**src/rtl/trap_ctrl.sv**
```systemverilog
// trap_ctrl: machine-mode trap entry/return, WFI sleep and fetch redirect sequencing.
// Optional TRAP_CTRL_IRQ_SYNC_EN adds a 2-flop synchronizer on ext_irq ahead of irq_q.
module trap_ctrl #(
  parameter int XLEN        = 32,
  parameter int WFI_TIMEOUT = 0
) (
  input  logic            clk,
  input  logic            rst,
  input  logic            ext_irq,
  input  logic            csr_meie,
  input  logic            csr_mie,
  input  logic            csr_we,
  input  logic            ex_valid,
  input  logic [XLEN-1:0] ex_pc,
  input  logic            mret,
  input  logic            wfi,
  input  logic            pipe_stall,
  output logic            intr,
  output logic            intr_end,
  output logic [XLEN-1:0] pc_store,
  output logic            redirect,
  output logic            wfi_sleep,
  output logic            in_trap
);
  typedef enum logic [2:0] {RUN, PEND, TRAP, HANDLER, RET, SLEEP} state_t;
  state_t          state_q, state_d;
  logic [XLEN-1:0] pc_q, pc_d, pc_store_q;
  logic [31:0]     cnt_q, cnt_d;
  logic            irq_in, irq_q, pend, safe, tmo;
  logic            intr_q, intr_end_q, redirect_q, wfi_sleep_q, in_trap_q;
`ifdef TRAP_CTRL_IRQ_SYNC_EN
  logic [1:0] sync_q;
  always_ff @(posedge clk) sync_q <= rst ? 2'b00 : {sync_q[0], ext_irq};
  assign irq_in = sync_q[1];
`else
  assign irq_in = ext_irq;
`endif
  assign pend = irq_q & csr_meie & csr_mie;
  assign safe = ex_valid & ~pipe_stall & ~csr_we;
  assign tmo  = (WFI_TIMEOUT != 0) && (cnt_q == 32'(WFI_TIMEOUT - 1));
  always_comb begin
    state_d = state_q;
    pc_d    = pc_q;
    case (state_q)
      RUN: begin
        if (mret && safe) begin
          state_d = RET;
          pc_d    = ex_pc + XLEN'(4);
        end else if (pend) state_d = PEND;
        else if (wfi && safe) state_d = SLEEP;
      end
      PEND: begin
        if (!pend) state_d = RUN;
        else if (safe) begin
          state_d = TRAP;
          pc_d    = ex_pc;
        end
      end
      TRAP: state_d = HANDLER;
      HANDLER: begin
        if (mret && safe) begin
          state_d = RET;
          pc_d    = ex_pc + XLEN'(4);
        end
      end
      RET:   state_d = RUN;
      SLEEP: state_d = ((irq_q && csr_meie) || tmo) ? RUN : SLEEP;
      default: state_d = RUN;
    endcase
    // counter only runs while staying asleep, so it clears on both entry and exit
    cnt_d = (state_q == SLEEP && state_d == SLEEP) ? cnt_q + 32'd1 : 32'd0;
  end
  always_ff @(posedge clk) begin
    if (rst) begin
      state_q     <= RUN;
      pc_q        <= '0;
      pc_store_q  <= '0;
      cnt_q       <= '0;
      irq_q       <= 1'b0;
      intr_q      <= 1'b0;
      intr_end_q  <= 1'b0;
      redirect_q  <= 1'b0;
      wfi_sleep_q <= 1'b0;
      in_trap_q   <= 1'b0;
    end else begin
      state_q     <= state_d;
      pc_q        <= pc_d;
      cnt_q       <= cnt_d;
      irq_q       <= irq_in;
      intr_q      <= state_d == TRAP;
      intr_end_q  <= state_d == RET;
      redirect_q  <= state_d == TRAP || state_d == RET;
      wfi_sleep_q <= state_d == SLEEP;
      in_trap_q   <= state_d == HANDLER;
      if (state_d == TRAP || state_d == RET) pc_store_q <= pc_d;
    end
  end
  assign intr      = intr_q;
  assign intr_end  = intr_end_q;
  assign redirect  = redirect_q;
  assign wfi_sleep = wfi_sleep_q;
  assign in_trap   = in_trap_q;
  assign pc_store  = pc_store_q;
endmodule

```
**config.mk**
```make
export PLATFORM = sky130hd
export DESIGN_NAME = trap_ctrl
export DESIGN_NICKNAME = d
export VERILOG_FILES = /design/src/rtl/trap_ctrl.sv
export SDC_FILE = /design/constraint.sdc
export NUM_CORES = 1
export LEC_CHECK = 0
export BUFFER_PORTS_ARGS = -buffer_cell sky130_fd_sc_hd__clkbuf_2
export CAP_MARGIN = 20
export CORE_MARGIN = 5
export CORE_UTILIZATION = 28
export CTS_BUF_LIST = sky130_fd_sc_hd__clkbuf_8 sky130_fd_sc_hd__clkbuf_16
export DETAILED_ROUTE_END_ITERATION = 8
export GPL_TIMING_DRIVEN = 0
export PLACE_DENSITY_LB_ADDON = 0.2
export SLEW_MARGIN = 0
export SYNTH_ARGS = -nofsm -noshare
export SYNTH_HDL_FRONTEND = slang
export SYNTH_SLANG_ARGS = --single-unit
```
**constraint.sdc**
```tcl
create_clock -name clk -period 2.3 [get_ports clk]
set_input_delay 0.115 -clock clk [delete_from_list [all_inputs] [get_ports clk]]
set_output_delay 0.115 -clock clk [all_outputs]
set_load 0.1 [all_outputs]
```
# Word-level counts from Yosys, hierarchy flattened

Index checks and enable logic that the tools add are counted.

Bits of input ports: 42
Word-level logic and storage cells: 42
Register bits: 73
Output and inout port bits: 37

Reduce and logical (&&, ||, !) cells: 6
Add/subtract/negate cells: 1
Eq/ne operators: 8
Mux-type cells: 12
Bitwise gates (word level): 6

Operators by type and width:

| cell                                                 | number |
|---|---|
| 2-to-1 mux 32 bit                                    | 3 |
| case mux 32 bit (2 select lines)                     | 1 |
| adder 32 x 3 -> 32 bit (second input constant)       | 1 |
| 2-to-1 mux 3 bit                                     | 7 |
| case mux 3 bit (5 select lines)                      | 1 |
| equality test 3 x 2 -> 1 bit (second input constant) | 4 |
| equality test 3 bit (second input constant)          | 3 |
| AND 1 bit                                            | 4 |
| equality test 3 x 1 -> 1 bit (second input constant) | 1 |
| logical AND 1 bit                                    | 3 |
| logical NOT 3 bit                                    | 1 |
| inverter 1 bit                                       | 2 |
| OR reduction 2 bit                                   | 1 |
| logical OR 1 bit                                     | 1 |

# Longest topological paths before layout

Gate-level depths: netlist of the first run.

Depth in word-level cells: 10
Mapped depth: 8
Depth with buffers taken out: 6

# Least setup slack after synthesis of the first run

No wires, ideal clock.

Path type: reg2reg
Start: register state_q[1]
End: register pc_store_q[10] (netlist: pc_store[10])
Data arrival time: 1.725 ns
Setup time: 0.121 ns
Period minus slack after synthesis: 1.846 ns
Slack: 0.454 ns
Buffers on the path: 3
Stages on the path, launching flop included: 9
Required time: 2.179 ns
Cell sequence: dfxtp_1 -> buf_2 -> or4b_1 -> o2111ai_2 -> a31oi_2 -> a21o_1 -> buf_6 -> buf_6 -> o2bb2ai_1

Longest elaborated chain between the ends: 6
Elaborated cells on any way between the ends: 17
Classes of those cells: 6 x eq/ne; 8 x mux; 3 x reduce/logical

RTL lines:

| element                                                             | line | RTL |
|---|---|---|
| start: declaration                                                  | 26   | `state_t state_q, state_d;` |
| start signal: assignment                                            | 86   | `state_q <= state_d;` |
| 2-to-1 mux 3 bit                                                    | 50   | `else if (wfi && safe) state_d = SLEEP;` |
| 2-to-1 mux 3 bit                                                    | 49   | `end else if (pend) state_d = PEND;` |
| 2-to-1 mux 3 bit                                                    | 46   | `if (mret && safe) begin` |
| case mux 3 bit (5 select lines)                                     | 44   | `case (state_q)` |
| equality test 3 x 2 -> 1 bit or equality test 3 bit (tied branches) | 95   | `if (state_d == TRAP \|\| state_d == RET) pc_store_q <= pc_d;` |
| logical OR 1 bit                                                    | 95   |  |
| end signal: assignment                                              | 95   |  |
| end: declaration                                                    | 27   | `logic [XLEN-1:0] pc_q, pc_d, pc_store_q;` |

Several ways; a longest one is shown, not always the timed one.
A chain may end at the register's enable or synchronous reset.

# Final worst setup path of the first run

Start: register state_q[1]
End: register pc_store_q[13] (netlist: pc_store[13])

The elaborated chain is that of the path after synthesis.

==> impl_metrics.ini, run 1 <==
[sta]
fmax_mhz = 476.1
setup_viol = 0
fin_ws_ps = 199.5
final_hold_viol_count = 0
grt_setup_unrepaired = false
period_share_pct = 91.33
worst_hold_slack_ps = 19.15
finalMaxSlewViolations = 0
setup_tns_ps = 0
skew_ps = 14.85
worst_slew_pin_slew_ps = 826.8
relSlewSlack_pct = 44.68
period_minus_slack_ps = 2100

[clock_tree]
clock_latency_ps = 320
ctsHoldBuffers = 0
cts_root_buffer = clkbuf_8
cts_tree = done
numCtsBuffers = 5
h-tree-depth = 2
clock_path_buffers = 2
path_clk_slew_ps = 110
cts_sinks = 45

[global_route]
grt_first_pass_wirelength_mm = 16.46
grt_usage_pct = 16.22
grt_max_degree = 17
antenna_found_initial = 0
grt.overflow.total = 0
grt_pass1_vias = 3078

[pwr]
switching_share_pct = 37.00
pwr-share-clk_pct = 32.4
p_sw_w = 0.0007518
pwr-share-comb_pct = 26.4
intPower_w = 0.001280
power_density_nw_per_um2 = 571.0
seqPwrFrac_pct = 41.2
vdd_ir_drop_max_uv = 267.9
cellLeakagePower_nw = 1.499

[finish]
area_growth_pct = 24.41
seq_area_um2 = 900.9
filler_cell_count = 1067
drive_gt1_share_pct = 28.02
finalNetCount = 481
num_antenna_cells = 0
multi_input_area_um2 = 1809

[synthesis]
synth_seq_cells = 45
synth_top_area_share_pct = 31.50
synth_most_common_cell = dfxtp_1
synthCells = 352
syn_nets = 395
yosysTopAreaCell = dfxtp_1
netlist_area_um2 = 2860
synth_edf_count = 0
yosysWarnings = 0
synth_common_cells = 45 x dfxtp_1, 29 x nand2_1, 20 x nor2_1
avgSynthCellArea_um2 = 8.126
synthArstFlopShare_pct = 0
yosysSeqAreaShare_pct = 31.50
yosys-top-cells-area = dfxtp_1 31%, a21o_1 4.2%, nand2_1 3.8%, a31oi_1 3.3%, nand3_1 3.1%
yosysUniqueCellTypes = 62
synth_ff_type = dfxtp_1

[route]
vias = 3213
ant_nets = 0
drt_iter0_drc = 194
wirelength_mm = 10.13
drc = 0
routed_via_density = 5.617
firstDrtPassIters = 5
wl_per_cell_um = 17.70

[floorplanning]
die_h_um = 111.1
ioPinCount = 79
design.die.area_um2 = 12340
core_um2 = 9864
die_w_um = 111.1
rows = 36
initial_core_util_pct = 29.00

[worst_setup_path]
crit_path_end_kind = flip-flop
path_class = reg -> reg
crit_start = state_q[1]$_SDFF_PP0_
crit_buf_inv = 3
crit_top_cell = buf_6
r2r_slack_ps = 200
rr_startpoint = state_q[1]$_SDFF_PP0_
cp.required_ps = 2500
crit_chain = buf_2 -> or4b_1 -> o2111ai_2 -> a31oi_2 -> a21o_1 -> buf_6 -> buf_6 -> o2bb2ai_1
crit_fanout = 9
critPathMaxStageDelay_ps = 560
arrival_ps = 2300
cp-start-kind = flip-flop
crit_family = compound AO/OA/AOI/OAI gates
cpMaxStageDelayCell = or4b_1

[run_status]
run_status = finished, final reports clean

[job]
max-cap-violations = 0

[place]
dpl.hpwl_mm = 7.783
gp_congestion = 0.8800
io_buffers = 78
pre_cts_ws_ps = 91.58

[hold_path]
hp-start = rst
min_path_type = in -> reg
==> path summary, 6_finish.rpt <==
path / endpoint / depth (start not counted)
setup reg to reg: pc_store[13]$_SDFFE_PP0P_ / 8
hold / removal: state_q[0]$_SDFF_PP0_ / 2
setup / recovery: pc_store[13]$_SDFFE_PP0P_ / 8
hold reg to reg: pc_store[19]$_SDFFE_PP0P_ / 1
==> placed cells by master (no fill, tap or decap), types with 6 or more instances in the layout <==
cell and instances:
and3_1 13, nand2_1 29, clkbuf_2 81, clkbuf_1 7, nand4_1 11, inv_1 12, dfxtp_1 45, nor2_1 20
o21ai_0 18, a31oi_1 15, o2bb2ai_1 6, buf_2 11, a21oi_1 16, nor4_1 12, a21o_1 16, nand3_1 17
nor3_1 12
==> metrics by stage <==
stage	std cells	total power [W]	area, um^2	utilization, %
after floorplan	352	0.001231	2860	-
after global placement	563	0.001381	3417	34.64
after detailed placement	563	0.001385	3417	34.64
after CTS	571	0.002049	3533	35.82
after global routing	572	0.002120	3558	36.07
final	572	0.002032	3558	36.07
==> layer usage <==
metal / routed length, um / GRT usage [%] / up-vias
li1: - / - / 1560
met1: 5029 / 22.97 / 1538
met2: 4472 / 25.16 / 109
met3: 527 / 2.948 / 6
met4: 96 / 4.704 / 0
met5: 0 / 0 / -
==> power by group through the flow <==
stage,Combinational [W],Sequential (W),Clock [W]
after detailed placement,0.000531,0.000854,0
final,0.000537,0.000836,0.000658
after global placement,0.000527,0.000854,0
after global routing,0.000571,0.000842,0.000707
after floorplan,0.000173,0.00106,0
after CTS,0.000533,0.000837,0.000679
==> kinds of logic after synthesis <==
logic type	after synthesis	synth area share, %
simple gates	145	29.40
compound gates	122	31.98
flops	45	31.50
buf+inv	36	5.730
xor+xnor	2	0.6125
mux	1	0.3500
fa+ha+maj	1	0.4374
==> repair_timing <==
action                                  CTS  global route
setup buffers                             0             1
endpoints found under the setup margin    0            20
resized for setup                         0             9
==> layout make-up <==
type,count,area share [%]
Tap cell,133,4.677
Clock buffer,5,1.934
Buffer,24,3.446
Sequential cell,45,25.32
Timing Repair Buffer,79,11.18
Inverter,12,1.266
Clock inverter,3,1.336
Multi-Input combinational cell,271,50.84
==> state kept, by name, summed over array words and instances (netlist names) <==
register   flops
in_trap        1
intr           1
intr_end       1
irq_q          1
pc_q           4
pc_store      32
redirect       1
state_q        3
wfi_sleep      1
(Power assumes the default switching activity.)
==> run 2: changes to the inputs <==
- clock period: 2.3 -> 2.42 ns (I/O delays scaled with it)
==> run 2 against run 1 <==
Against the previous run:
- non-clock buffer count is 1 lower
- worst hold slack worse by 6.2 ps
- combinational power is 5.8% lower
- sequential share of layout area is 0.18 points higher
- sequential power is 4.9% lower
- core utilization is 0.25 points lower
- count of clock-buffer cells in the layout stayed put
- critical endpoint is now pc_store[14]$_SDFFE_PP0P_
==> impl_metrics.ini, run 2 (synthesis results as in run 1) <==
[run_status]
run_status = finished, final reports clean

[sta]
setup_viol = 0
fmax_mhz = 447.7
finalMaxSlewViolations = 0
relSlewSlack_pct = 44.43
final_hold_viol_count = 0
worst_slew_pin_slew_ps = 830.5
period_share_pct = 92.30
setup_tns_ps = 0
skew_ps = 15.73
grt_setup_unrepaired = false
period_minus_slack_ps = 2234
worst_hold_slack_ps = 12.99

[route]
ant_nets = 0
firstDrtPassIters = 4
wirelength_mm = 10.11
vias = 3203
drc = 0
routed_via_density = 5.609
drt_iter0_drc = 210
wl_per_cell_um = 17.71

[clock_tree]
clock_latency_ps = 320
cts_tree = done
ctsHoldBuffers = 0
cts_setup_buffers = 0
h-tree-depth = 2
cts_root_buffer = clkbuf_8
path_clk_slew_ps = 110
numCtsBuffers = 5
cts-resized-gates = 0
clock_path_buffers = 2
cts_sinks = 45

[pwr]
vdd_ir_drop_max_uv = 254.6
cellLeakagePower_nw = 1.482
power_w = 0.001928
power_density_nw_per_um2 = 545.5

[global_route]
grt_first_pass_wirelength_mm = 16.46
grt.overflow.total = 0
grt_max_degree = 17
grt_usage_pct = 16.22
antenna_found_initial = 0
grt_pass1_vias = 3078

[finish]
final_common_cell = clkbuf_2
drive_gt1_share_pct = 26.94
final_cell_mix = 78 x clkbuf_2, 45 x dfxtp_1, 29 x nand2_1
finalNetCount = 480
fin_cells = 571
filler_cell_count = 1066
area_growth_pct = 23.53
largest_register_ff_count = 32
final_area_um2 = 3533
num_antenna_cells = 0

[floorplanning]
initial_core_util_pct = 29.00
die_h_um = 111.1
rows = 36
ioPinCount = 79
die_w_um = 111.1
design.die.area_um2 = 12340
core_um2 = 9864

[place]
place_area_um2 = 3417
dpl.hpwl_mm = 7.783
dp.cells = 563
gp_congestion = 0.8800
io_buffers = 78

[worst_setup_path]
crit_top_cell = clkbuf_1
critPathMaxStageDelay_ps = 460
path_class = reg -> reg
cpMaxStageDelayCell = clkbuf_1
cp.required_ps = 2610
crit_path_end_kind = flip-flop
crit_fanout = 10
crit_chain = clkbuf_1 -> inv_1 -> nand3_1 -> clkbuf_1 -> o21ai_0 -> a21oi_1 -> o2bb2ai_1
cp-start-kind = flip-flop
arrival_ps = 2430

[job]
max-cap-violations = 0

[hold_path]
min_path_type = in -> reg
-- run 2: worst paths after layout --
check,end,slack [ps],from,cells past startpoint
setup / recovery,pc_store[14]$_SDFFE_PP0P_,190,state_q[2]$_SDFF_PP0_,7
hold / removal,state_q[0]$_SDFF_PP0_,10,rst,2
setup reg to reg,pc_store[14]$_SDFFE_PP0P_,190,state_q[2]$_SDFF_PP0_,7
hold reg to reg,pc_store[19]$_SDFFE_PP0P_,460,pc_store[19]$_SDFFE_PP0P_,1
-- run 2: power breakdown --
part,internal [W],leakage [nW],switching (W),total (W)
sequential,0.000775,0.367,0.0000202,0.000795
clock,0.000316,0.0591,0.000310,0.000626
combinational,0.000124,1.06,0.000383,0.000506
total,0.00121,1.48,0.000713,0.00193
-- run 2: layer usage --
metal / GRT usage, % / wire length [um] / vias up
met2: 25.16 / 4443 / 118
li1: - / - / 1557
met5: 0 / 0 / -
met4: 4.704 / 125 / 0
met3: 2.948 / 628 / 8
met1: 22.97 / 4916 / 1520
-- run 2: area by class of cell --
| class | count | area (um^2) | area share [%] |
|---|---|---|---|
| Sequential cell | 45 | 900.9 | 25.50 |
| Clock buffer | 5 | 68.82 | 1.948 |
| Inverter | 12 | 45.04 | 1.275 |
| Tap cell | 133 | 166.4 | 4.710 |
| Timing Repair Buffer | 78 | 390.4 | 11.05 |
| Multi-Input combinational cell | 271 | 1795 | 50.81 |
| Buffer | 24 | 118.9 | 3.364 |
| Clock inverter | 3 | 47.55 | 1.346 |
-- run 2: worst max-delay path, delay by kind of cell (launching register included) --
family | cells | cell delay (ps)
buffers and inverters | 3 | 970
and+or+nand+nor | 1 | 340
AOI/OAI and AO/OA | 3 | 470
DFF | 1 | 320
-- run 2: metrics by stage --
stage | worst slack (ps) | util (%)
after floorplan | 574.2 | -
after global placement | 206.7 | 34.64
after global routing | 4.246 | 35.82
after CTS | 185.4 | 35.82
final | 186.4 | 35.82
after detailed placement | 211.6 | 34.64
==> run 3: changes to the inputs <==
- CTS_BUF_LIST: sky130_fd_sc_hd__clkbuf_8 sky130_fd_sc_hd__clkbuf_16 -> default
- PLACE_DENSITY_LB_ADDON: 0.2 -> default
==> run 3 against run 2 <==
Against the previous run:
- core utilization about the same
- count of clock-buffer cells in the layout is 1 higher
- sequential share of layout area about the same
- fmax is 0.28% lower
- power down 1.6%
- critical path type unchanged
- critical endpoint is now pc_store[17]$_SDFFE_PP0P_
- largest cell class unchanged
- largest power group unchanged
- highest routed layer unchanged
==> impl_metrics.ini, run 3 (synthesis results as in run 1) <==
[finish]
final_area_um2 = 3530
seq_area_um2 = 900.9
area_growth_pct = 23.40
fin_cells = 571
drive_gt1_share_pct = 26.94
num_antenna_cells = 0
filler_cell_count = 1073
final_common_cell = clkbuf_2
finalNetCount = 480
final_cell_mix = 79 x clkbuf_2, 45 x dfxtp_1, 29 x nand2_1
multi_input_area_um2 = 1795
largest_register_ff_count = 32

[global_route]
grt.overflow.total = 0
antenna_found_initial = 0
grt_pass1_vias = 3090
grt_first_pass_wirelength_mm = 16.15
grt_usage_pct = 15.89
grt_max_degree = 15

[route]
ant_nets = 0
firstDrtPassIters = 5
wirelength_mm = 10.19
drc = 0
drt_iter0_drc = 260
wl_per_cell_um = 17.84
routed_via_density = 5.729
vias = 3271

[sta]
setup_tns_ps = 0
grt_setup_unrepaired = false
skew_ps = 10.47
fmax_mhz = 446.4
period_minus_slack_ps = 2240
final_hold_viol_count = 0
period_share_pct = 92.56
fin_ws_ps = 180.1
finalMaxSlewViolations = 0
worst_slew_pin_slew_ps = 768.2
setup_viol = 0
relSlewSlack_pct = 48.36

[worst_setup_path]
path_class = reg -> reg
crit_chain = buf_2 -> xnor2_1 -> nand3_1 -> buf_2 -> a31o_2 -> a311oi_1 -> a21o_1
cpMaxStageDelayCell = nand3_1
crit_top_cell = buf_2
arrival_ps = 2490
rr_startpoint = state_q[1]$_SDFF_PP0_
cp.required_ps = 2670
cp-start-kind = flip-flop
crit_start = state_q[1]$_SDFF_PP0_
crit_buf_inv = 2
crit_path_end_kind = flip-flop
critPathMaxStageDelay_ps = 380
crit_fanout = 10
crit_family = compound AO/OA/AOI/OAI gates

[place]
pre_cts_ws_ps = 210.1
io_buffers = 78
dpl.hpwl_mm = 7.908
gp_congestion = 0.9083
dp.cells = 563
place_area_um2 = 3417

[floorplanning]
die_w_um = 111.1
die_h_um = 111.1
rows = 36
ioPinCount = 79
core_um2 = 9864
initial_core_util_pct = 29.00
design.die.area_um2 = 12340

[clock_tree]
clock_path_buffers = 2
numCtsBuffers = 5
cts_setup_buffers = 0
path_clk_slew_ps = 100
clock_latency_ps = 310
cts_sinks = 45
h-tree-depth = 2
cts_tree = done
cts_root_buffer = clkbuf_8

[run_status]
run_status = finished, final reports clean

[pwr]
switching_share_pct = 36.22
power_density_nw_per_um2 = 537.3
cellLeakagePower_nw = 1.481
seqPwrFrac_pct = 41.9
pwr-share-comb_pct = 26.7
vdd_ir_drop_max_uv = 228.1
p_sw_w = 0.0006869
pwr-share-clk_pct = 31.4
intPower_w = 0.001209

[job]
max-cap-violations = 0

[hold_path]
min_path_type = in -> reg
hp-start = ext_irq
## run 3: cell types whose count changed in the layout (fill, tap and decap cells not counted), sizes merged
cell and delta:
inv -2, clkbuf +1, clkinv +1
## run 3: final cells by class
class                           instances  share of cell area [%]
Buffer                                 24                   3.403
Clock inverter                          2                   1.099
Clock buffer                            6                   2.056
Sequential cell                        45                   25.52
Timing Repair Buffer                   78                   11.06
Inverter                               12                   1.276
Tap cell                              133                   4.715
Multi-Input combinational cell        271                   50.87
## run 3: path summary, 6_finish.rpt
path | to | slack (ps) | depth (start not counted)
max | pc_store[17]$_SDFFE_PP0P_ | 180 | 7
min | irq_q$_SDFF_PP0_ | 20 | 2
max reg2reg | pc_store[17]$_SDFFE_PP0P_ | 180 | 7
min reg2reg | pc_store[6]$_SDFFE_PP0P_ | 460 | 1
## run 3: metal layers
layer	part of all wire (%)	global-route usage, %	wire (um)	vias to the layer above
met2	46	26.13	4736	112
met3	6.5	3.712	664	9
met4	1.3	3.406	128	0
met5	0	0	0	-
li1	-	-	-	1564
met1	46	21.26	4655	1586
## run 3: power by group through the flow
stage	clock [W]	combinational, W	sequential (W)
floorplan	0	0.000165	0.00101
CTS	0.000612	0.000504	0.000794
global route	0.000639	0.000538	0.000800
global placement	0	0.000497	0.000810
finish	0.000596	0.000506	0.000794
detailed placement	0	0.000503	0.000811
## run 3: timing repair
action | CTS | global route
hold buffers | 0 | 0
resized for setup | 0 | 2
endpoints found under the setup margin | 0 | 3
## run 3: per-stage QoR
stage | total power, W | util [%] | hold slack, ps
after floorplan | 0.001170 | - | 205.0
after global placement | 0.001307 | 34.64 | 342.9
after detailed placement | 0.001314 | 34.64 | 343.6
after CTS | 0.001910 | 35.77 | 18.76
after global routing | 0.001976 | 35.78 | 15.44
final | 0.001896 | 35.78 | 16.81
